--- config.mk ---
export PLATFORM = sky130hd
export DESIGN_NAME = cnn_layer_accel_quad_job_ctrl
export DESIGN_NICKNAME = d
export VERILOG_FILES = /design/src/rtl/cnn_layer_accel_quad_pkg.sv /design/src/rtl/cnn_layer_accel_quad_cfg_regs.sv /design/src/rtl/cnn_layer_accel_quad_job_ctrl.sv
export SDC_FILE = /design/constraint.sdc
export NUM_CORES = 1
export LEC_CHECK = 0
export ABC_AREA = 1
export BUFFER_PORTS_ARGS = -buffer_cell sky130_fd_sc_hd__buf_4
export CORE_AREA = 2 2 205 207
export DETAILED_ROUTE_END_ITERATION = 10
export DIE_AREA = 0 0 207 209
export GPL_TIMING_DRIVEN = 1
export SLEW_MARGIN = 15
export SYNTH_ARGS = -nofsm -noshare
export SYNTH_HDL_FRONTEND = slang
export SYNTH_SLANG_ARGS = --single-unit
--- constraint.sdc ---
create_clock -name clk_if -period 1.7 [get_ports clk_if]
set_input_delay 0.51 -clock clk_if [delete_from_list [all_inputs] [get_ports clk_if]]
set_output_delay 0.51 -clock clk_if [all_outputs]
set_load 0.005 [all_outputs]
--- src/rtl/cnn_layer_accel_quad_pkg.sv ---
// Shared state encoding and config-word field map for the quad job controller.
package cnn_layer_accel_quad_pkg;

  typedef enum logic [2:0] {
    IDLE,
    FETCH_REQ,
    CONFIG,
    RUN,
    DONE
  } state_t;

  localparam int CFG_WORD0 = 0;
  localparam int CFG_WORD1 = 1;

  // Word 0 field offsets and widths
  localparam int W0_PFB_LSB          = 0;
  localparam int W0_PFB_W            = 10;
  localparam int W0_STRIDE_LSB       = 10;
  localparam int W0_STRIDE_W         = 7;
  localparam int W0_CONV_OUT_FMT_LSB = 17;
  localparam int W0_CONV_OUT_FMT_W   = 5;
  localparam int W0_PADDING_LSB      = 22;
  localparam int W0_PADDING_W        = 5;
  localparam int W0_UPSAMPLE_BIT     = 27;
  localparam int W0_NUM_KERNELS_LSB  = 28;
  localparam int W0_NUM_KERNELS_W    = 7;
  localparam int W0_ROWS_LSB         = 35;
  localparam int W0_ROWS_W           = 10;
  localparam int W0_COLS_LSB         = 45;
  localparam int W0_COLS_W           = 10;
  localparam int W0_PIX_SEQ_LSB      = 55;
  localparam int W0_PIX_SEQ_W        = 12;
  localparam int W0_MASTER_BIT       = 67;
  localparam int W0_CASCADE_BIT      = 68;
  localparam int W0_USED_BITS        = 69;

endpackage

--- src/rtl/cnn_layer_accel_quad_cfg_regs.sv ---
// Unpacks config words 0 and 1 into the quad *_cfg registers.
// Registers hold until the next capture of the same word; only reset clears them.
module cnn_layer_accel_quad_cfg_regs
  import cnn_layer_accel_quad_pkg::*;
#(
  parameter int W = 10
) (
  input  logic                          clk_if,
  input  logic                          rst_n,
  input  logic                          cap_word0,
  input  logic                          cap_word1,
  input  logic [127:0]                  config_data,
  output logic [W0_PFB_W-1:0]           pfb_full_count_cfg,
  output logic [W0_STRIDE_W-1:0]        stride_cfg,
  output logic [W0_CONV_OUT_FMT_W-1:0]  conv_out_fmt_cfg,
  output logic [W0_PADDING_W-1:0]       padding_cfg,
  output logic                          upsample_cfg,
  output logic [W0_NUM_KERNELS_W-1:0]   num_kernels_cfg,
  output logic [W0_ROWS_W-1:0]          num_output_rows_cfg,
  output logic [W0_COLS_W-1:0]          num_output_cols_cfg,
  output logic [W0_PIX_SEQ_W-1:0]       pix_seq_data_full_count_cfg,
  output logic                          master_quad_cfg,
  output logic                          cascade_cfg,
  output logic [W-1:0]                  num_expd_input_cols_cfg,
  output logic [W-1:0]                  num_expd_input_rows_cfg,
  output logic [W-1:0]                  crpd_input_col_start_cfg,
  output logic [W-1:0]                  crpd_input_row_start_cfg,
  output logic [W-1:0]                  crpd_input_col_end_cfg,
  output logic [W-1:0]                  crpd_input_row_end_cfg
);

  // Upper payload bits carry no word-0 field; word 1 uses at most the low 6W bits.
  logic unused_data_bits;
  assign unused_data_bits = ^config_data[127:W0_USED_BITS];

  always_ff @(posedge clk_if or negedge rst_n) begin
    if (!rst_n) begin
      pfb_full_count_cfg          <= '0;
      stride_cfg                  <= '0;
      conv_out_fmt_cfg            <= '0;
      padding_cfg                 <= '0;
      upsample_cfg                <= 1'b0;
      num_kernels_cfg             <= '0;
      num_output_rows_cfg         <= '0;
      num_output_cols_cfg         <= '0;
      pix_seq_data_full_count_cfg <= '0;
      master_quad_cfg             <= 1'b0;
      cascade_cfg                 <= 1'b0;
    end else if (cap_word0) begin
      pfb_full_count_cfg          <= config_data[W0_PFB_LSB +: W0_PFB_W];
      stride_cfg                  <= config_data[W0_STRIDE_LSB +: W0_STRIDE_W];
      conv_out_fmt_cfg            <= config_data[W0_CONV_OUT_FMT_LSB +: W0_CONV_OUT_FMT_W];
      padding_cfg                 <= config_data[W0_PADDING_LSB +: W0_PADDING_W];
      upsample_cfg                <= config_data[W0_UPSAMPLE_BIT];
      num_kernels_cfg             <= config_data[W0_NUM_KERNELS_LSB +: W0_NUM_KERNELS_W];
      num_output_rows_cfg         <= config_data[W0_ROWS_LSB +: W0_ROWS_W];
      num_output_cols_cfg         <= config_data[W0_COLS_LSB +: W0_COLS_W];
      pix_seq_data_full_count_cfg <= config_data[W0_PIX_SEQ_LSB +: W0_PIX_SEQ_W];
      master_quad_cfg             <= config_data[W0_MASTER_BIT];
      cascade_cfg                 <= config_data[W0_CASCADE_BIT];
    end
  end

  always_ff @(posedge clk_if or negedge rst_n) begin
    if (!rst_n) begin
      num_expd_input_cols_cfg  <= '0;
      num_expd_input_rows_cfg  <= '0;
      crpd_input_col_start_cfg <= '0;
      crpd_input_row_start_cfg <= '0;
      crpd_input_col_end_cfg   <= '0;
      crpd_input_row_end_cfg   <= '0;
    end else if (cap_word1) begin
      num_expd_input_cols_cfg  <= config_data[0*W +: W];
      num_expd_input_rows_cfg  <= config_data[1*W +: W];
      crpd_input_col_start_cfg <= config_data[2*W +: W];
      crpd_input_row_start_cfg <= config_data[3*W +: W];
      crpd_input_col_end_cfg   <= config_data[4*W +: W];
      crpd_input_row_end_cfg   <= config_data[5*W +: W];
    end
  end

endmodule

--- src/rtl/cnn_layer_accel_quad_job_ctrl.sv ---
// Quad-side job/config responder: accepts a job, gathers config words 0/1,
// launches the core run and hands completion back to the host.
module cnn_layer_accel_quad_job_ctrl
  import cnn_layer_accel_quad_pkg::*;
#(
  parameter  int C_ROW_BUF_BRAM_DEPTH      = 1024,
  localparam int C_CLG2_ROW_BUF_BRAM_DEPTH = $clog2(C_ROW_BUF_BRAM_DEPTH)
) (
  input  logic                                 clk_if,
  input  logic                                 rst_n,
  input  logic                                 job_start,
  output logic                                 job_accept,
  input  logic [127:0]                         job_parameters,
  output logic                                 job_fetch_request,
  input  logic                                 job_fetch_ack,
  input  logic                                 job_fetch_complete,
  output logic                                 job_complete,
  input  logic                                 job_complete_ack,
  input  logic [3:0]                           config_valid,
  output logic [3:0]                           config_accept,
  input  logic [127:0]                         config_data,
  output logic [127:0]                         job_params_q,
  output logic                                 run_start,
  input  logic                                 run_done,
  output logic                                 cfg_err,
  output logic [9:0]                           pfb_full_count_cfg,
  output logic [6:0]                           stride_cfg,
  output logic [4:0]                           conv_out_fmt_cfg,
  output logic [4:0]                           padding_cfg,
  output logic                                 upsample_cfg,
  output logic [6:0]                           num_kernels_cfg,
  output logic [9:0]                           num_output_rows_cfg,
  output logic [9:0]                           num_output_cols_cfg,
  output logic [11:0]                          pix_seq_data_full_count_cfg,
  output logic                                 master_quad_cfg,
  output logic                                 cascade_cfg,
  output logic [C_CLG2_ROW_BUF_BRAM_DEPTH-1:0] num_expd_input_cols_cfg,
  output logic [C_CLG2_ROW_BUF_BRAM_DEPTH-1:0] num_expd_input_rows_cfg,
  output logic [C_CLG2_ROW_BUF_BRAM_DEPTH-1:0] crpd_input_col_start_cfg,
  output logic [C_CLG2_ROW_BUF_BRAM_DEPTH-1:0] crpd_input_row_start_cfg,
  output logic [C_CLG2_ROW_BUF_BRAM_DEPTH-1:0] crpd_input_col_end_cfg,
  output logic [C_CLG2_ROW_BUF_BRAM_DEPTH-1:0] crpd_input_row_end_cfg
);

  state_t state_q, state_d;
  logic   got_word0_q, got_word1_q, fetch_done_q;
  logic   job_accept_q, run_start_q, cfg_err_q;
  logic   in_config, cap_word0, cap_word1;
  logic   have_word0, have_word1, fetch_done_seen, cfg_ready;
  logic   job_take, err_event;

  // "have"/"seen" fold in this cycle's events so the exit can coincide with the last word.
  always_comb begin
    in_config       = (state_q == CONFIG);
    cap_word0       = in_config && config_valid[CFG_WORD0];
    cap_word1       = in_config && config_valid[CFG_WORD1];
    have_word0      = got_word0_q || cap_word0;
    have_word1      = got_word1_q || cap_word1;
    fetch_done_seen = fetch_done_q || (in_config && job_fetch_complete);
    cfg_ready       = have_word0 && have_word1 && fetch_done_seen;
    job_take        = (state_q == IDLE) && job_start;
    err_event       = (in_config && job_fetch_complete && !(have_word0 && have_word1))
                   || (!in_config && (|config_valid))
                   || ((state_q != RUN) && run_done);
  end

  always_comb begin
    state_d           = state_q;
    job_fetch_request = 1'b0;
    job_complete      = 1'b0;
    config_accept     = 4'b0000;
    case (state_q)
      IDLE:      if (job_start) state_d = FETCH_REQ;
      FETCH_REQ: begin
        job_fetch_request = 1'b1;
        if (job_fetch_ack) state_d = CONFIG;
      end
      CONFIG: begin
        config_accept = config_valid;
        if (cfg_ready) state_d = RUN;
      end
      RUN:       if (run_done) state_d = DONE;
      DONE: begin
        job_complete = 1'b1;
        if (job_complete_ack) state_d = IDLE;
      end
      default:   state_d = IDLE;
    endcase
  end

  always_ff @(posedge clk_if or negedge rst_n) begin
    if (!rst_n) begin
      state_q      <= IDLE;
      job_accept_q <= 1'b0;
      run_start_q  <= 1'b0;
      cfg_err_q    <= 1'b0;
      job_params_q <= '0;
      got_word0_q  <= 1'b0;
      got_word1_q  <= 1'b0;
      fetch_done_q <= 1'b0;
    end else begin
      state_q      <= state_d;
      job_accept_q <= job_take;
      run_start_q  <= in_config && cfg_ready;
      if (job_take) begin
        job_params_q <= job_parameters;
        got_word0_q  <= 1'b0;
        got_word1_q  <= 1'b0;
        fetch_done_q <= 1'b0;
      end else if (in_config) begin
        got_word0_q  <= have_word0;
        got_word1_q  <= have_word1;
        fetch_done_q <= fetch_done_seen;
      end
      // A new job wipes the previous job's error record.
      if (job_take)
        cfg_err_q <= 1'b0;
      else if (err_event)
        cfg_err_q <= 1'b1;
    end
  end

  assign job_accept = job_accept_q;
  assign run_start  = run_start_q;
  assign cfg_err    = cfg_err_q;

  cnn_layer_accel_quad_cfg_regs #(
    .W (C_CLG2_ROW_BUF_BRAM_DEPTH)
  ) u_cfg_regs (
    .clk_if                      (clk_if),
    .rst_n                       (rst_n),
    .cap_word0                   (cap_word0),
    .cap_word1                   (cap_word1),
    .config_data                 (config_data),
    .pfb_full_count_cfg          (pfb_full_count_cfg),
    .stride_cfg                  (stride_cfg),
    .conv_out_fmt_cfg            (conv_out_fmt_cfg),
    .padding_cfg                 (padding_cfg),
    .upsample_cfg                (upsample_cfg),
    .num_kernels_cfg             (num_kernels_cfg),
    .num_output_rows_cfg         (num_output_rows_cfg),
    .num_output_cols_cfg         (num_output_cols_cfg),
    .pix_seq_data_full_count_cfg (pix_seq_data_full_count_cfg),
    .master_quad_cfg             (master_quad_cfg),
    .cascade_cfg                 (cascade_cfg),
    .num_expd_input_cols_cfg     (num_expd_input_cols_cfg),
    .num_expd_input_rows_cfg     (num_expd_input_rows_cfg),
    .crpd_input_col_start_cfg    (crpd_input_col_start_cfg),
    .crpd_input_row_start_cfg    (crpd_input_row_start_cfg),
    .crpd_input_col_end_cfg      (crpd_input_col_end_cfg),
    .crpd_input_row_end_cfg      (crpd_input_row_end_cfg)
  );

endmodule

Word level (Yosys, flattened, before mapping)
Cells that the tools add are included.
{"block": "word_totals", "ff_bits": 266, "input_bits": 267, "output_inout_bits": 266, "word_cells": 74}
{"block": "op_classes", "eq_ne": 10, "n_mux": 17, "n_reduce_logical": 22}
{"cell": "2-to-1 mux 3 bit", "count": 5}
{"cell": "one-hot mux 3 bit (5 select lines)", "count": 1}
{"cell": "logical AND 1 bit", "count": 10}
{"cell": "2-to-1 mux 1 bit", "count": 10}
{"cell": "inequality test 2 bit (second input constant)", "count": 4}
{"cell": "equality test 3 x 2 -> 1 bit (second input constant)", "count": 2}
{"cell": "logical OR 1 bit", "count": 5}
{"cell": "AND reduction 5 bit", "count": 1}
{"cell": "2-to-1 mux 4 bit", "count": 1}
{"cell": "nonzero test 2 bit", "count": 2}
{"cell": "OR reduction 4 bit", "count": 1}
{"cell": "equality test 3 x 1 -> 1 bit (second input constant)", "count": 1}
{"cell": "equality test 3 bit (second input constant)", "count": 1}
{"cell": "logical NOT 3 bit", "count": 1}
{"cell": "inequality test 3 x 2 -> 1 bit (second input constant)", "count": 1}
{"cell": "logical NOT 1 bit", "count": 2}
{"cell": "inequality test 2 x 1 -> 1 bit (second input constant)", "count": 1}

Longest topological paths before layout
Gate-level depths: netlist of the first run.
{"block": "logic_depth", "word_depth": 10, "ltp_mapped": 8, "depth_no_buf": 8}

By module
From an unflattened synthesis of the first run, not the netlist that was laid out.
{"block": "hier_totals", "hier_cells": 1162, "hier_area_um2": 10163.5}
{"module": "cnn_layer_accel_quad_job_ctrl", "n_inst": 1, "cells_per_inst": 616, "area_each_um2": 5308.8, "seq_area_each_um2": 3428.3}
{"module": "cnn_layer_accel_quad_cfg_regs", "n_inst": 1, "cells_per_inst": 546, "area_each_um2": 4854.7, "seq_area_each_um2": 3228.1}

Worst setup path after synthesis of the first run
Ideal clock, no wire load.
{"block": "synth_timing", "kind": "register to output", "startpoint": "reg state_q[2]", "endpoint": "out config_accept[1]", "arrival_ns": 1.128, "required_ns": 1.190, "setup_slack_ns": 0.062, "path_stages_with_launch": 6, "path_buffers": 2, "path_cell_list": "dfrtp_1 -> nor2_4 -> nand3_2 -> inv_2 -> buf_2 -> buf_4"}
{"block": "synth_between", "elab_chain_cells": 2}
{"element": "from (decl)", "line": "cnn_layer_accel_quad_job_ctrl.sv:45", "source": "state_t state_q, state_d;"}
{"element": "from (signal assigned)", "line": "cnn_layer_accel_quad_job_ctrl.sv:102", "source": "state_q <= state_d;"}
{"element": "equality test 3 x 2 -> 1 bit", "line": "cnn_layer_accel_quad_job_ctrl.sv:72", "source": "case (state_q)"}
{"element": "2-to-1 mux 4 bit", "line": "cnn_layer_accel_quad_job_ctrl.sv:72"}
{"element": "to (decl)", "line": "cnn_layer_accel_quad_job_ctrl.sv:20", "source": "output logic [3:0] config_accept,"}
Every way passes these cells.

Worst setup path after layout of the first run
{"block": "layout_timing", "startpoint": "reg state_q[2]", "endpoint": "out config_accept[0]"}
Same word-level chain as after synthesis.

==> metrics.md, run 1 <==
| Metric | Value |
|---|---|
| Drc violations | 0 |
| Starting Density | 0.245 |
| Die width | between 200 and 250 um |
| Failing checks | setup timing |
| Global-route wire length before repair | roughly 51,000 um |
| I/O Buffers | roughly 470 |
| Worst Setup Path Type | flip-flop to output pin |
| Vias in the first global route | 9,053 |
| Post-synth top area share | 0.657 |
| Worst path top cell family by delay | flip-flops |
| Share of cells above drive strength 1 | 0.346 |
| Hold WC Path Type | input pin to flip-flop |
| Via count | around 9,000 |
| Tcrit/Tclk final | 1.18 |
| Number of max-cap violations | 0 |
| Post-synth cell types | 16 |
| Total Nets Final | 1,920 |
| Status | complete, but fails checks |
| Worst-path maximum fanout | 4 |
| Setup ws final | -0.314 ns |
| Critical path's largest stage delay | approximately 0.4 ns |
| Fin cells | about 2,200 |
| Main area contributors after synthesis | dfrtp_1 (66%), nand2_1 (29%), buf_2 (1.4%), buf_4 (0.96%), inv_1 (0.59%) |
| Cell type with the largest total area after synthesis | dfrtp_1 |
| H-tree depth | 1 |
| Final design utilization | 0.380 |
| Max Clock Freq | roughly 500 MHz |
| Maximum vdd drop | roughly 0.77 mV |
| DR WL/cell | ~15 um |
| Post-Syn Nets | ~1,400 |
| Async SR Flop Fraction | 1.00 |
| Finish-stage setup viols | 6 |
| Synthesis-to-layout area growth | 54.7% |
| DR iter-0 viols | 455 |
| GRT Total Usage | 0.144 |
| Startpoint class of the critical path | flip-flop |
| EDFF count, synth | 0 |
| Gr ovfl total | 0 |
| Crit path cell chain | nor2_4 -> nand3_4 -> inv_6 -> buf_6 |
| Worst R2R Path Depth | 8 |
| Die ar. | between 0.04 and 0.05 mm^2 |
| Dpl cells | around 2,200 |
| Synth cell count leaders | nand2_1 (791), dfrtp_1 (266), buf_2 (29) |
| Element type at the critical path end | output pin |
| Synth Instances | roughly 1,200 |
| Worst EP arrival | 1.50 ns |
| Final hold vios | 0 |
| Final design instance area without fill | 0.0157 mm^2 |
| RSZ-0062 raised after global routing | yes |
| Stages on the worst setup path | 4 |
| WP data required | 1.19 ns |
| Rel. slew slack | 0.749 |
| CTS buffer count | 29 |
| Power density over the cells | between 1500 and 2000 mW/mm^2 |
| Setup WS pre-CTS | between 0.04 and 0.05 ns |
| Clock sinks | between 200 and 300 |
| Pins Over Slew Limit | 0 |
| Area after DPL | approximately 0.015 mm^2 |
| Power after layout | between 0.02 and 0.03 W |
| Vias/cell | roughly 4.2 |
| Syn avg cell area | 8.75 um^2 |
| Routability congestion estimate | roughly 0.8 |
| # rows | 75 |
| Most frequent cell after synthesis | nand2_1 |
| Mapped Area | 0.0101 mm^2 |
| Ports | 533 |
| Hold Path Stages | 3 |
| Worst-path clk slew | 0.06 ns |
| Post-route ant nets | 0 |
| Bufs on Longest Clock Path | 3 |
| Leakage power | 8.86 nW |
| WP buf/inv | 2 |
| Final WL | between 30,000 and 40,000 um |
| Die height | roughly 210 um |
| # diodes | 0 |
| Sequential share of the synthesized area | 0.657 |
| Drt first pass iters | 7 |
| Placeable Area | approximately 0.041 mm^2 |
| Largest net degree at the start of global routing | slightly below 70 |
| Initial antenna violation count | 0 |
| Worst slew pin tran | ~0.38 ns |
| #FFs+latches synth | about 270 |
| Clk Latency, worst-skew pair | approximately 0.55 ns |
| DP HPWL | about 23,000 um |
| Root buf cell | clkbuf_16 |
| Min cycle time layout | between 2 and 2.5 ns |
| CP max-delay cell | dfrtp_1 |
| CTS tree | built |
| Ys flop type | dfrtp_1 |
| Syn. warnings | 0 |
| Worst Skew | between 0.005 and 0.006 ns |
[worst reg2reg max path, delay by kind of cell (launching register included)]
kind	cells	cell delay, ns
buffers and inverters	4	0.63
AND/OR/NAND/NOR	4	0.52
flip-flops	1	0.40
[registers in the layout, indices dropped and copies added, names as in the netlist, 3 cells and up]
name,count
u_cfg_regs.pfb_full_count_cfg,10
u_cfg_regs.crpd_input_col_start_cfg,10
u_cfg_regs.num_expd_input_cols_cfg,10
u_cfg_regs.padding_cfg,5
u_cfg_regs.crpd_input_row_end_cfg,10
u_cfg_regs.crpd_input_row_start_cfg,10
u_cfg_regs.num_expd_input_rows_cfg,10
u_cfg_regs.conv_out_fmt_cfg,5
u_cfg_regs.num_output_cols_cfg,10
u_cfg_regs.stride_cfg,7
job_params_q,128
u_cfg_regs.crpd_input_col_end_cfg,10
u_cfg_regs.pix_seq_data_full_count_cfg,12
u_cfg_regs.num_output_rows_cfg,10
state_q,3
u_cfg_regs.num_kernels_cfg,7
[layout make-up]
type | count | area (um^2)
fill | 4170 | 25600
sequential | 266 | 6660
timing repair buffer | 521 | 4180
multi-input combinational | 816 | 3150
clock buffer | 40 | 857
tap | 539 | 674
inverter | 19 | 91.3
clock inverter | 8 | 72.6
[placed cells by master, fill, tap and decap left out, types with 2 or more instances in the layout]
master and instances:
buf_12 11, nand3_4 3, nand3_1 7, nand2_1 789
nor2_1 7, inv_6 3, clkbuf_8 9, dfrtp_1 265
clkbuf_1 2, nand2_2 2, buf_4 495, clkbuf_16 32
inv_1 16, clkinv_2 5, buf_16 2, nor2_4 2
buf_6 8
[power breakdown]
part           internal [W]  switching [W]
Combinational       0.00612        0.00575
Clock               0.00363        0.00251
Sequential          0.00931        0.00171
[per-layer routing]
layer	up-vias	part of all wire	global-route usage
met3	50	0.093	0.0464
met1	4328	0.41	0.182
met2	391	0.47	0.235
met5	-	0	0
met4	0	0.027	0.0451
li1	4459	-	-
[final timing paths]
kind,to,startpoint,slack [ns]
setup / recovery,config_accept[0],state_q[2],-0.31
hold / removal,job_params_q[23],job_parameters[23],0.15
setup reg to reg,job_params_q[95],state_q[2],0.05
hold reg to reg,job_params_q[98],job_params_q[98],0.48
max in group asynchronous,u_cfg_regs.cascade_cfg,rst_n,0.66
min in group asynchronous,u_cfg_regs.pfb_full_count_cfg[4],rst_n,0.46
[stage by stage]
step                      hold slack [ns]  setup TNS [ns]
after detailed placement            0.439               0
after global routing                0.125           -2.36
final                               0.145           -1.61
after global placement              0.439               0
after floorplan                     0.214               0
after CTS                           0.110           -1.92
[cell families after synthesis]
logic type | share of synthesized area
flops | 0.657
simple gates | 0.305
buf+inv | 0.0365
compound gates | 0.00173
[repair_timing]
item / in CTS / in global routing
cloned: 0 / 3
setup buffers: 3 / 3
setup endpoints to repair: 6 / 69
hold buffers: 1 / 0
endpoints found under the hold margin: 23 / 0
pin swaps: 1 / 3
gates resized for setup: 8 / 16
Power figures use the tool's default switching activity.
==> inputs of run 2 (changes only) <==
- SYNTH_HIERARCHICAL: unset -> 1
==> run 2 against run 1 <==
Effect of this change: the run still ends with setup timing left; worst hold slack got worse by 0.0022 ns; combinational power is essentially flat; maximum frequency is 0.84% higher; sequential share of layout area down 0.97 points; design area is 2.3% higher; via count increased by 2.6%; critical endpoint is now config_accept[3]; largest cell class unchanged; largest power group unchanged; highest routed layer is now met5.
==> metrics.md, run 2 <==
| Metric | Value |
|---|---|
| Largest register by flop count | job_params_q (unchanged) |
| Synth Instances | 1,162 (was 1,158) |
| Largest net degree at the start of global routing | 109 (was 68) |
| Vias in the first global route | 9,411 (was 9,053) |
| Worst reg2reg startpoint | state_q[2] (unchanged) |
| Final WL | 34,200 um (was 33,000 um) |
| Commonest non-fill, non-tap cell in the layout | nand2_1 (unchanged) |
| Worst R2R Path Depth | 8 (unchanged) |
| Area after DPL | 0.0146 mm^2 (was 0.0145 mm^2) |
| Hold EP | job_params_q[72] (was job_params_q[23]) |
| M2 GR Usage | 0.238 (was 0.235) |
| Clock sinks | 266 (unchanged) |
| Root buf cell | clkbuf_16 (unchanged) |
| Mapped Area | 0.0102 mm^2 (was 0.0101 mm^2) |
| Dpl cells | 2,161 (was 2,151) |
| CTS buffer count | 30 (was 29) |
| Bufs on Longest Clock Path | 3 (unchanged) |
| Vias/cell | 4.24 (was 4.18) |
| Worst-path maximum fanout | 4 (unchanged) |
| WP data required | 1.19 ns (about the same) |
| Synth cell count leaders | nand2_1 (791), dfrtp_1 (266), buf_2 (45) (was nand2_1 (791), dfrtp_1 (266), buf_2 (29)) |
| Gr ovfl total | 0 (unchanged) |
| I/O Buffers | 473 (unchanged) |
| Setup ws final | -0.297 ns (was -0.314 ns) |
| Min cycle time layout | 2.00 ns (was 2.01 ns) |
| Pins Over Slew Limit | 0 (unchanged) |
| Worst-path clk slew | 0.06 ns (about the same) |
| Startpoint class of the critical path | flip-flop (unchanged) |
| Synthesis-to-layout area growth | 57.9% (was 54.7%) |
| Hold WC Path Type | input pin to flip-flop (unchanged) |
| Placeable Area | 0.0413 mm^2 (unchanged) |
| Worst R2R Setup Slack | 0.04 ns (was 0.05 ns) |
| #FFs+latches synth | 266 (unchanged) |
| H-tree depth | 1 (unchanged) |
| Post-route ant nets | 0 (unchanged) |
| Met3 Use GR | 0.0458 (was 0.0464) |
| Global-route wire length before repair | 51,500 um (was 50,900 um) |
| Maximum vdd drop | 0.929 mV (was 0.770 mV) |
| Die height | 209 um (unchanged) |
| Ports | 533 (unchanged) |
| Top flop regs | job_params_q (128), u_cfg_regs/pix_seq_data_full_count_cfg (12) (was job_params_q (128), u_cfg_regs.pix_seq_data_full_count_cfg (12)) |
| Commonest non-fill, non-tap cells in the layout | nand2_1 (785), buf_4 (511), dfrtp_1 (265), clkbuf_16 (34), inv_1 (14) (was nand2_1 (789), buf_4 (495), dfrtp_1 (265), clkbuf_16 (32), inv_1 (16)) |
| Max Clock Freq | 501 MHz (was 497 MHz) |
| # fillers | 4,158 (was 4,170) |
| RSZ-0062 raised after global routing | yes (unchanged) |
| Leakage power | 9.05 nW (was 8.86 nW) |
| Hold_sp | job_parameters[72] (was job_parameters[23]) |
| Clk Latency, worst-skew pair | 0.56 ns (was 0.55 ns) |
| Global route hottest layer | met2 (unchanged) |
| GRT Total Usage | 0.147 (was 0.144) |
| Element type at the critical path end | output pin (unchanged) |
| Syn. warnings | 6 (was 0) |
| Worst EP arrival | 1.49 ns (was 1.50 ns) |
| Reg2reg end | u_cfg_regs/pix_seq_data_full_count_cfg[11] (was job_params_q[95]) |
| Fin cells | 2,235 (was 2,209) |
| Max reg flops | 128 (unchanged) |
| Hold Path Stages | 3 (unchanged) |
| Power after layout | 0.0305 W (was 0.0290 W) |
| Met1 Usage GRT | 0.188 (was 0.182) |
| Status | complete, but fails checks (unchanged) |
| Async SR Flop Fraction | 1.00 (unchanged) |
| Syn avg cell area | 8.75 um^2 (about the same) |
| EDFF count, synth | 0 (unchanged) |
| Tcrit/Tclk final | 1.17 (was 1.18) |
| Finish-stage setup viols | 6 (unchanged) |
| Worst Setup Path Type | flip-flop to output pin (unchanged) |
| Failing checks | setup timing (unchanged) |
| Drc violations | 0 (unchanged) |
| CTS tree | built (unchanged) |
| Cell type with the largest total area after synthesis | dfrtp_1 (unchanged) |
| Routability congestion estimate | 0.806 (was 0.794) |
| Ys flop type | dfrtp_1 (unchanged) |
| Sequential share of the synthesized area | 0.655 (was 0.657) |
| Worst Skew | 0.0125 ns (was 0.00560 ns) |
| Total Nets Final | 1,939 (was 1,920) |
| Setup WS pre-CTS | -0.0564 ns (was 0.0407 ns) |
| Number of max-cap violations | 0 (unchanged) |
| Rel. slew slack | 0.619 (was 0.749) |
| Die width | 207 um (unchanged) |
| Post-synth top area share | 0.655 (was 0.657) |
| Main area contributors after synthesis | dfrtp_1 (65%), nand2_1 (29%), buf_2 (2.2%), inv_1 (0.63%), buf_4 (0.52%) (was dfrtp_1 (66%), nand2_1 (29%), buf_2 (1.4%), buf_4 (0.96%), inv_1 (0.59%)) |
| Post-Syn Nets | 1,429 (was 1,425) |
| Die ar. | 0.0433 mm^2 (unchanged) |
| Starting Density | 0.246 (was 0.245) |
| Worst slew pin tran | 0.572 ns (was 0.376 ns) |
| DP HPWL | 23,900 um (was 23,400 um) |
| Via count | 9,467 (was 9,228) |
| Share of cells above drive strength 1 | 0.361 (was 0.346) |
| Post-synth cell types | 18 (was 16) |
| # rows | 75 (unchanged) |
| Initial antenna violation count | 1 (was 0) |
| DR WL/cell | 15.3 um (was 14.9 um) |
| DR iter-0 viols | 491 (was 455) |
| Final hold vios | 0 (unchanged) |
| Power density over the cells | 1900 mW/mm^2 (was 1850 mW/mm^2) |
| Final design instance area without fill | 0.0160 mm^2 (was 0.0157 mm^2) |
| Final design utilization | 0.389 (was 0.380) |
| Drt first pass iters | 7 (unchanged) |
| Most frequent cell after synthesis | nand2_1 (unchanged) |
| # diodes | 0 (unchanged) |
run 2: cell types whose count changed in the layout (fill, tap and decap cells not counted), sizes merged:
| cell | before | now |
|---|---|---|
| buf | 517 | 531 |
| clkinv | 6 | 5 |
| clkinvlp | 0 | 2 |
| inv | 20 | 22 |
| bufinv | 1 | 6 |
| clkbuf | 43 | 47 |
run 2: where the power goes:
group / internal, W / leakage [nW] / switching (W) / total (W)
logic: 0.00622 / 5.16 / 0.00586 / 0.0121
registers: 0.00931 / 3.32 / 0.00175 / 0.0111
clock network: 0.00473 / 0.570 / 0.00263 / 0.00736
total: 0.0203 / 9.05 / 0.0102 / 0.0305
run 2: layout make-up:
type | instances | area (um^2) | share of cell area
Timing Repair Buffer | 535 | 4280 | 0.267
Multi-Input combinational cell | 816 | 3160 | 0.197
Inverter | 21 | 101 | 0.00631
Clock buffer | 44 | 945 | 0.0589
Timing Repair inverter | 2 | 17.5 | 0.00109
Tap cell | 539 | 674 | 0.0420
Clock inverter | 12 | 215 | 0.0134
Sequential cell | 266 | 6660 | 0.415
run 2: worst max path at each step:
stage | start | end | slack, ns | cells past startpoint
after CTS | state_q[0] | config_accept[2] | -0.33 | 5
final | state_q[2] | config_accept[3] | -0.30 | 5
after global placement | config_valid[0] | u_cfg_regs/padding_cfg[3] | -0.02 | 6
after global routing | state_q[2] | config_accept[2] | -0.37 | 5
after detailed placement | config_valid[0] | u_cfg_regs/stride_cfg[2] | -0.06 | 6
after floorplan | state_q[2] | u_cfg_regs/pfb_full_count_cfg[0] | 0.35 | 9
run 2: logic make-up after synthesis:
family / after synthesis / synth area share
and+or+nand+nor: 813 / 0.303
DFF: 266 / 0.655
buffers and inverters: 80 / 0.0401
AOI/OAI and AO/OA: 3 / 0.00172
run 2: through the flow:
stage / setup TNS (ns) / hold WS, ns
global route: -2.14 / 0.117
CTS: -1.76 / 0.105
floorplan: 0 / 0.214
global placement: -0.165 / 0.442
finish: -1.61 / 0.143
detailed placement: -0.691 / 0.446
run 2: critical path: stages, from the launching register on:
cell and delay, ns:
dfrtp_1 0.41, nor2_4 0.17, buf_6 0.12, nand2_4 0.05, nor2_2 0.08, buf_4 0.11
run 2: routing by layer:
layer  wire length, um  share of wire
met3              3050          0.089
met5                16        0.00047
met4               752          0.022
met1             14300           0.42
met2             16100           0.47
run 2: repair_timing:
action	in CTS	in global routing
hold buffers	1	0
endpoints found under the hold margin	25	0
endpoints found under the setup margin	7	40
resized for setup	9	21
pin swaps	2	3
buffers inserted	5	6
gates cloned	0	6
